===== src/rtl/cpu_pkg.sv =====
// Shared definitions for the unified memory port arbiter.
//   state_t         : arbiter FSM encoding (IDLE/ACCESS/WAIT/RESP, 2-bit)
//   owner_t         : which requester owns the current transaction
//   WORD_ALIGN_MASK : clears the byte-offset bits of a byte address
//   word_align()    : applies WORD_ALIGN_MASK
package cpu_pkg;

  typedef enum logic [1:0] {
    IDLE   = 2'd0,
    ACCESS = 2'd1,
    WAIT   = 2'd2,
    RESP   = 2'd3
  } state_t;

  typedef enum logic {
    OWN_IF = 1'b0,
    OWN_D  = 1'b1
  } owner_t;

  localparam logic [31:0] WORD_ALIGN_MASK = 32'hFFFF_FFFC;

  function automatic logic [31:0] word_align(input logic [31:0] addr);
    return addr & WORD_ALIGN_MASK;
  endfunction

endpackage


===== src/rtl/mem_port_arbiter_if.sv =====
// Bus bundle between the two requesters (fetch, data), the arbiter and the
// single-port word memory.
//   fetch side : if_req, if_addr -> ; <- if_ack, if_rdata
//   data side  : d_req, d_we, d_addr, d_wdata -> ; <- d_ack, d_rdata
//   memory side: <- mem_en, mem_we, mem_addr, mem_wdata ; mem_rdata ->
// Modports:
//   slave  : the arbiter's view (serves requesters, drives the memory)
//   master : the environment's view (requesters plus memory model)
interface mem_port_arbiter_if;
  logic        if_req;
  logic [31:0] if_addr;
  logic        if_ack;
  logic [31:0] if_rdata;

  logic        d_req;
  logic        d_we;
  logic [31:0] d_addr;
  logic [31:0] d_wdata;
  logic        d_ack;
  logic [31:0] d_rdata;

  logic        mem_en;
  logic        mem_we;
  logic [31:0] mem_addr;
  logic [31:0] mem_wdata;
  logic [31:0] mem_rdata;

  modport slave (
    input  if_req, if_addr, d_req, d_we, d_addr, d_wdata, mem_rdata,
    output if_ack, if_rdata, d_ack, d_rdata,
           mem_en, mem_we, mem_addr, mem_wdata
  );

  modport master (
    output if_req, if_addr, d_req, d_we, d_addr, d_wdata, mem_rdata,
    input  if_ack, if_rdata, d_ack, d_rdata,
           mem_en, mem_we, mem_addr, mem_wdata
  );
endinterface


===== src/rtl/arb_select.sv =====
// Combinational winner pick between fetch and data requests.
//   if_req, d_req : pending requests
//   starved       : fetch has lost STARVE_MAX arbitrations in a row
//   grant         : at least one request is pending
//   winner        : requester to serve; data wins unless fetch is starved
module arb_select
  import cpu_pkg::*;
(
  input  logic   if_req,
  input  logic   d_req,
  input  logic   starved,
  output logic   grant,
  output owner_t winner
);

  always_comb begin
    grant  = if_req | d_req;
    winner = OWN_IF;
    if (d_req && !(if_req && starved)) begin
      winner = OWN_D;
    end
  end

endmodule


===== src/rtl/mem_port_arbiter.sv =====
// Shares one fixed-latency single-port word memory between instruction fetch
// (read-only) and the load/store stage. Level request / one-cycle ack
// handshake; data has priority, with a starvation guard for fetch.
// Ports:
//   clk   : rising-edge clock
//   reset : asynchronous reset, active-low
//   bus   : mem_port_arbiter_if.slave (requester and memory signals)
//   busy  : high whenever the FSM is not in IDLE
// Parameters:
//   LAT        : memory read latency (mem_en cycle to mem_rdata valid), 1..15
//   STARVE_MAX : data wins over a pending fetch before fetch is forced, 1..15
module mem_port_arbiter
  import cpu_pkg::*;
#(
  parameter int unsigned LAT        = 1,
  parameter int unsigned STARVE_MAX = 4
) (
  input  logic                 clk,
  input  logic                 reset,
  mem_port_arbiter_if.slave    bus,
  output logic                 busy
);

  localparam logic [3:0] LAT_M1     = 4'(LAT - 1);
  localparam logic [3:0] STARVE_LIM = 4'(STARVE_MAX);

  state_t      state_q, state_d;
  owner_t      owner_q, owner_d;
  logic        we_q, we_d;
  logic [3:0]  lat_q, lat_d;
  logic [3:0]  starve_q, starve_d;
  logic [31:0] addr_q, addr_d;
  logic [31:0] wdata_q, wdata_d;
  logic        cap_if, cap_d;

  logic        mem_en_q, mem_we_q, if_ack_q, d_ack_q, busy_q;
  logic [31:0] if_rdata_q, d_rdata_q;

  logic        grant;
  owner_t      winner;

  arb_select u_arb_select (
    .if_req  (bus.if_req),
    .d_req   (bus.d_req),
    .starved (starve_q == STARVE_LIM),
    .grant   (grant),
    .winner  (winner)
  );

  always_ff @(posedge clk or negedge reset) begin
    if (!reset) begin
      state_q <= IDLE;
    end else begin
      state_q <= state_d;
    end
  end

  always_comb begin
    state_d  = state_q;
    owner_d  = owner_q;
    we_d     = we_q;
    lat_d    = lat_q;
    starve_d = starve_q;
    addr_d   = addr_q;
    wdata_d  = wdata_q;
    cap_if   = 1'b0;
    cap_d    = 1'b0;
    case (state_q)
      IDLE: begin
        if (grant) begin
          state_d = ACCESS;
          owner_d = winner;
          if (winner == OWN_D) begin
            we_d    = bus.d_we;
            addr_d  = word_align(bus.d_addr);
            wdata_d = bus.d_wdata;
            // Fetch lost this round; the counter saturates at the limit.
            if (bus.if_req && (starve_q < STARVE_LIM)) begin
              starve_d = starve_q + 4'd1;
            end
          end else begin
            we_d     = 1'b0;
            addr_d   = word_align(bus.if_addr);
            starve_d = 4'd0;
          end
        end
      end
      ACCESS: begin
        lat_d   = LAT_M1;
        state_d = WAIT;
      end
      WAIT: begin
        if (lat_q == 4'd0) begin
          // mem_rdata is valid in this cycle; stores leave rdata untouched.
          cap_if  = (owner_q == OWN_IF);
          cap_d   = (owner_q == OWN_D) && !we_q;
          state_d = RESP;
        end else begin
          lat_d = lat_q - 4'd1;
        end
      end
      RESP: begin
        state_d = IDLE;
      end
      default: begin
        state_d = IDLE;
      end
    endcase
  end

  // Outputs are registered from next-state so no input reaches a port
  // combinationally.
  always_ff @(posedge clk or negedge reset) begin
    if (!reset) begin
      owner_q    <= OWN_IF;
      we_q       <= 1'b0;
      lat_q      <= 4'd0;
      starve_q   <= 4'd0;
      addr_q     <= 32'd0;
      wdata_q    <= 32'd0;
      mem_en_q   <= 1'b0;
      mem_we_q   <= 1'b0;
      if_ack_q   <= 1'b0;
      d_ack_q    <= 1'b0;
      busy_q     <= 1'b0;
      if_rdata_q <= 32'd0;
      d_rdata_q  <= 32'd0;
    end else begin
      owner_q    <= owner_d;
      we_q       <= we_d;
      lat_q      <= lat_d;
      starve_q   <= starve_d;
      addr_q     <= addr_d;
      wdata_q    <= wdata_d;
      mem_en_q   <= (state_d == ACCESS);
      mem_we_q   <= (state_d == ACCESS) && we_d;
      if_ack_q   <= (state_d == RESP) && (owner_d == OWN_IF);
      d_ack_q    <= (state_d == RESP) && (owner_d == OWN_D);
      busy_q     <= (state_d != IDLE);
      if (cap_if) begin
        if_rdata_q <= bus.mem_rdata;
      end
      if (cap_d) begin
        d_rdata_q <= bus.mem_rdata;
      end
    end
  end

  assign bus.mem_en    = mem_en_q;
  assign bus.mem_we    = mem_we_q;
  assign bus.mem_addr  = addr_q;
  assign bus.mem_wdata = wdata_q;
  assign bus.if_ack    = if_ack_q;
  assign bus.d_ack     = d_ack_q;
  assign bus.if_rdata  = if_rdata_q;
  assign bus.d_rdata   = d_rdata_q;
  assign busy          = busy_q;

endmodule


===== src/flat_wrapper.sv =====
// flat-port wrapper written by rule: the top's interface ports become plain ports
module mem_port_arbiter_flat import cpu_pkg::*;
#(
  parameter int unsigned LAT        = 1,
  parameter int unsigned STARVE_MAX = 4
)
  (clk, reset, busy, bus_if_req, bus_if_addr, bus_d_req, bus_d_we, bus_d_addr, bus_d_wdata, bus_mem_rdata, bus_if_ack, bus_if_rdata, bus_d_ack, bus_d_rdata, bus_mem_en, bus_mem_we, bus_mem_addr, bus_mem_wdata);
  mem_port_arbiter_if bus_i ();
  input  logic clk;
  input  logic reset;
  output logic busy;
  input wire logic [$bits(bus_i.if_req)-1:0] bus_if_req;
  input wire logic [$bits(bus_i.if_addr)-1:0] bus_if_addr;
  input wire logic [$bits(bus_i.d_req)-1:0] bus_d_req;
  input wire logic [$bits(bus_i.d_we)-1:0] bus_d_we;
  input wire logic [$bits(bus_i.d_addr)-1:0] bus_d_addr;
  input wire logic [$bits(bus_i.d_wdata)-1:0] bus_d_wdata;
  input wire logic [$bits(bus_i.mem_rdata)-1:0] bus_mem_rdata;
  output wire logic [$bits(bus_i.if_ack)-1:0] bus_if_ack;
  output wire logic [$bits(bus_i.if_rdata)-1:0] bus_if_rdata;
  output wire logic [$bits(bus_i.d_ack)-1:0] bus_d_ack;
  output wire logic [$bits(bus_i.d_rdata)-1:0] bus_d_rdata;
  output wire logic [$bits(bus_i.mem_en)-1:0] bus_mem_en;
  output wire logic [$bits(bus_i.mem_we)-1:0] bus_mem_we;
  output wire logic [$bits(bus_i.mem_addr)-1:0] bus_mem_addr;
  output wire logic [$bits(bus_i.mem_wdata)-1:0] bus_mem_wdata;
  assign bus_i.if_req = bus_if_req;
  assign bus_i.if_addr = bus_if_addr;
  assign bus_i.d_req = bus_d_req;
  assign bus_i.d_we = bus_d_we;
  assign bus_i.d_addr = bus_d_addr;
  assign bus_i.d_wdata = bus_d_wdata;
  assign bus_i.mem_rdata = bus_mem_rdata;
  assign bus_if_ack = bus_i.if_ack;
  assign bus_if_rdata = bus_i.if_rdata;
  assign bus_d_ack = bus_i.d_ack;
  assign bus_d_rdata = bus_i.d_rdata;
  assign bus_mem_en = bus_i.mem_en;
  assign bus_mem_we = bus_i.mem_we;
  assign bus_mem_addr = bus_i.mem_addr;
  assign bus_mem_wdata = bus_i.mem_wdata;
  mem_port_arbiter #(.LAT(LAT), .STARVE_MAX(STARVE_MAX)) u_core (.clk(clk), .reset(reset), .bus(bus_i), .busy(busy));
endmodule

===== config.mk =====
export PLATFORM = sky130hd
export DESIGN_NAME = mem_port_arbiter_flat
export DESIGN_NICKNAME = d
export VERILOG_FILES = /design/src/rtl/cpu_pkg.sv /design/src/rtl/mem_port_arbiter_if.sv /design/src/rtl/arb_select.sv /design/src/rtl/mem_port_arbiter.sv /design/src/flat_wrapper.sv
export SDC_FILE = /design/constraint.sdc
export NUM_CORES = 1
export LEC_CHECK = 0
export BUFFER_PORTS_ARGS = -buffer_cell sky130_fd_sc_hd__buf_2
export CORE_MARGIN = 2
export CORE_UTILIZATION = 39
export CTS_BUF_LIST = sky130_fd_sc_hd__clkbuf_4 sky130_fd_sc_hd__clkbuf_8 sky130_fd_sc_hd__clkbuf_16
export CTS_CLUSTER_DIAMETER = 120
export DETAILED_ROUTE_END_ITERATION = 6
export GPL_TIMING_DRIVEN = 0
export PLACE_DENSITY = 0.79
export SYNTH_ARGS = -nofsm -noshare
export SYNTH_HDL_FRONTEND = slang
export SYNTH_SLANG_ARGS = --single-unit

===== constraint.sdc =====
create_clock -name clk -period 3.55 [get_ports clk]
set_input_delay 0.1775 -clock clk [delete_from_list [all_inputs] [get_ports clk]]
set_output_delay 0.1775 -clock clk [all_outputs]
set_load 0.02 [all_outputs]

==> metrics.md <==
| Metric | Value |
|---|---|
| FP Rows | `45` |
| Min-delay worst type | `in -> reg` |
| CP endpoint kind | `flip-flop` |
| Most used DFF post-synth | `dfrtp_1` |
| Clock slew at reported path FFs | `0.07 ns` |
| R2r startpoint | `u_core.state_q[0]` |
| Core Region | `0.01520 sq mm` |
| Clock buffer depth | `2` |
| Critical Path AT | `2.52 ns` |
| Commonest cells after routing, fill and taps aside | `265 x buf_2, 143 x dfrtp_1, 67 x mux2_2` |
| Netlist Area Pre-Place | `0.006071 sq mm` |
| Post-synth EDFFs | `0` |
| Clock Tree Root | `clkbuf_16` |
| Reg2Reg Setup Slack | `around 1.3 ns` |
| # setup viols final | `0` |
| Data required, critical path | `3.84 ns` |
| Reg-to-Reg End | `u_core.bus.mem_wdata[12]` |
| Asr flop ratio synth | `1.000` |
| Final ANT Viol Nets | `0` |
| Tot GR Track Use | `0.1962` |
| Power Dens Cells | `between 900 and 1000 mW/mm^2` |
| Crit start category | `flip-flop` |
| Slew @ Worst Pin | `around 0.63 ns` |
| Sequential cell area fraction in the yosys report | `0.5894` |
| Layout cells sized above 1 | `0.5145` |
| Static Leak | `4.292 nW` |
| Total routed wirelength | `15980 um` |
| Die Wd | `128.8 um` |
| End point of the critical path | `u_core.bus.mem_wdata[12]` |
| Initial antenna violation count | `0` |
| Yosys reg bits | `about 140` |
| Slew margin rel. | `0.5783` |
| CTS H-tree depth | `4` |
| Largest net degree at the start of global routing | `94` |
| Vias in the first global route | `4991` |
| CP Launch Point | `u_core.state_q[0]` |
| Clk_skew | `just over 0.01 ns` |
| Cells after Synth | `456` |
| Vias per std cell | `4.960` |
| Commonest non-fill, non-tap cell in the layout | `buf_2` |
| Max FO, Critical Path | `10` |
| Port Buffers | `258` |
| DRC viols | `0` |
| DRT Pass-1 Iters | `5` |
| Final clock period utilization by the worst path | `0.6275` |
| IO Pins | `266` |
| Syn-to-layout area delta | `43.65%` |
| GR Overflow Total | `0` |
| Die area | `0.01658 sq mm` |
| First-pass GRT wire length | `~25000 um` |
| Setup Buffers After CTS | `0` |
| RSZ-0062 raised after global routing | `no` |
| CTS tree | `built` |
| Hold Vio Cnt, Final | `0` |
| # nets final | `approximately 920` |
| Wire length per cell | `approximately 16 um` |
| Vias | `~4900` |
| Mean Syn Cell Area | `13.31 sq um` |
| Sum Neg Setup Slack | `0 ns` |
| Final Max Slew Viols | `0` |
| RePlAce Congestion | `0.8056` |
| R2R cell count | `8` |
| Power Total | `8.527 mW` |
| CTS Buf Count | `17` |
| Number of distinct library cells after synthesis | `around 40` |
| # Max-Cap Violations | `0` |
| Detailed placement HPWL | `11110 um` |
| Synth warnings | `0` |
| Max VDD drop | `479.9 uV` |
| ANT cells | `0` |
| FMAX | `448.9 MHz` |
| Crit path kind | `reg -> reg` |
| Outcome | `completed` |
| Initial DRC Count | `roughly 270` |
| Latest clock arrival within the worst-skew pair | `0.41 ns` |
| CTS sink count | `143` |
| Minimum clock period | `2.228 ns` |
| Initial Util | `0.3993` |
| Die Y-Extent | `128.8 um` |
-- flip-flops by register name, summed over array words and instances (netlist names) --
name / flops
u_core.bus.d_rdata: 32
u_core.bus.if_rdata: 32
u_core.bus.mem_wdata: 32
u_core.bus.mem_addr: 30
u_core.lat_q: 4
u_core.starve_q: 4
u_core.state_q: 2
u_core.bus.d_ack: 1
u_core.bus.if_ack: 1
u_core.bus.mem_en: 1
u_core.bus.mem_we: 1
u_core.busy: 1
u_core.owner_q: 1
u_core.we_q: 1
-- logic make-up (layout without fill, tap and decap cells) --
group / Yosys count / in the layout / synth area share
AOI/OAI and AO/OA: 44 / 44 / 0.05379
xor gates and xnor gates: 1 / 1 / 0.001443
adders and majority gates: 8 / 8 / 0.01649
buffers and inverters: 41 / 379 / 0.03875
DFF: 143 / 143 / 0.5894
muxes: 97 / 97 / 0.1985
other: 1 / 2 / 0.0006177
and+or+nand+nor: 121 / 121 / 0.1010
-- metal layers --
metal  global-route usage  wire (um)  up-vias
met3              0.04865       1044       15
met4              0.06714        226        0
met5                    0          0        -
met1               0.2393       6599     2358
met2               0.3402       8109      224
li1                     -          -     2279
-- what timing repair did --
action / CTS / global route
endpoints found under the setup margin: 0 / 0
hold buffers: 47 / 0
hold endpoints to repair: 102 / 0
gates resized for setup: 0 / 0
-- power by group --
part / total [mW] / switching, mW / internal, mW
Sequential: 2.84 / 0.404 / 2.43
Combinational: 3.85 / 2.19 / 1.67
Clock: 1.84 / 0.762 / 1.07
-- cell type report --
class | instances | area [sq um]
Tap cell | 188 | 235.2
Multi-Input combinational cell | 273 | 2261
Sequential cell | 143 | 3578
Timing Repair Buffer | 306 | 1795
Fill cell | 1218 | 6481
Clock buffer | 17 | 425.4
Inverter | 7 | 26.28
Buffer | 34 | 209.0
Clock inverter | 15 | 190.2
-- Yosys cell counts (7+ instances only) --
cell / n / area, sq um
nor2_1: 7 / 26.28
dfrtp_1: 143 / 3578
nand4_1: 31 / 193.9
buf_2: 8 / 40.04
mux2_4: 30 / 450.4
inv_1: 7 / 26.28
o211ai_1: 30 / 225.2
ha_1: 8 / 100.1
nand2_1: 62 / 232.7
mux2_2: 67 / 754.5
clkbuf_1: 17 / 63.81
-- worst min path at each step --
stage | startpoint | endpoint | slack [ns] | cells after the start
after floorplan | reset | u_core.bus.d_ack | -0.12 | 0
after global placement | bus_d_wdata[29] | u_core.bus.mem_wdata[29] | 0.41 | 2
after detailed placement | reset | u_core.bus.if_rdata[26] | 0.16 | 1
after CTS | bus_mem_rdata[14] | u_core.bus.d_rdata[14] | 0.0001 | 2
after global routing | bus_mem_rdata[1] | u_core.bus.if_rdata[1] | 0.005 | 2
final | bus_if_addr[9] | u_core.bus.mem_addr[9] | 0.02 | 3
-- metrics by stage --
stage	util	area, sq um	std cells	hold slack (ns)	worst slack, ns
2_1_floorplan	-	6075	457	-0.1181	1.602
3_3_place_gp	0.5000	7601	903	0.4091	0.2366
3_5_place_dp	0.5022	7635	904	0.1602	1.250
4_1_cts	0.5737	8721	983	0.00009640	1.233
5_1_grt	0.5737	8721	983	0.004541	1.108
6_report	0.5737	8721	983	0.01956	1.322
-- worst max-delay path, stage by stage (launching register included) --
cell and delay, ns:
dfrtp_1 0.41, inv_1 0.11, ha_1 0.15, clkbuf_1 0.26
and2_1 0.23, and2_1 0.13, buf_2 0.17, buf_2 0.27
mux2_2 0.37
No activity file was read; power rests on OpenSTA's default activity.
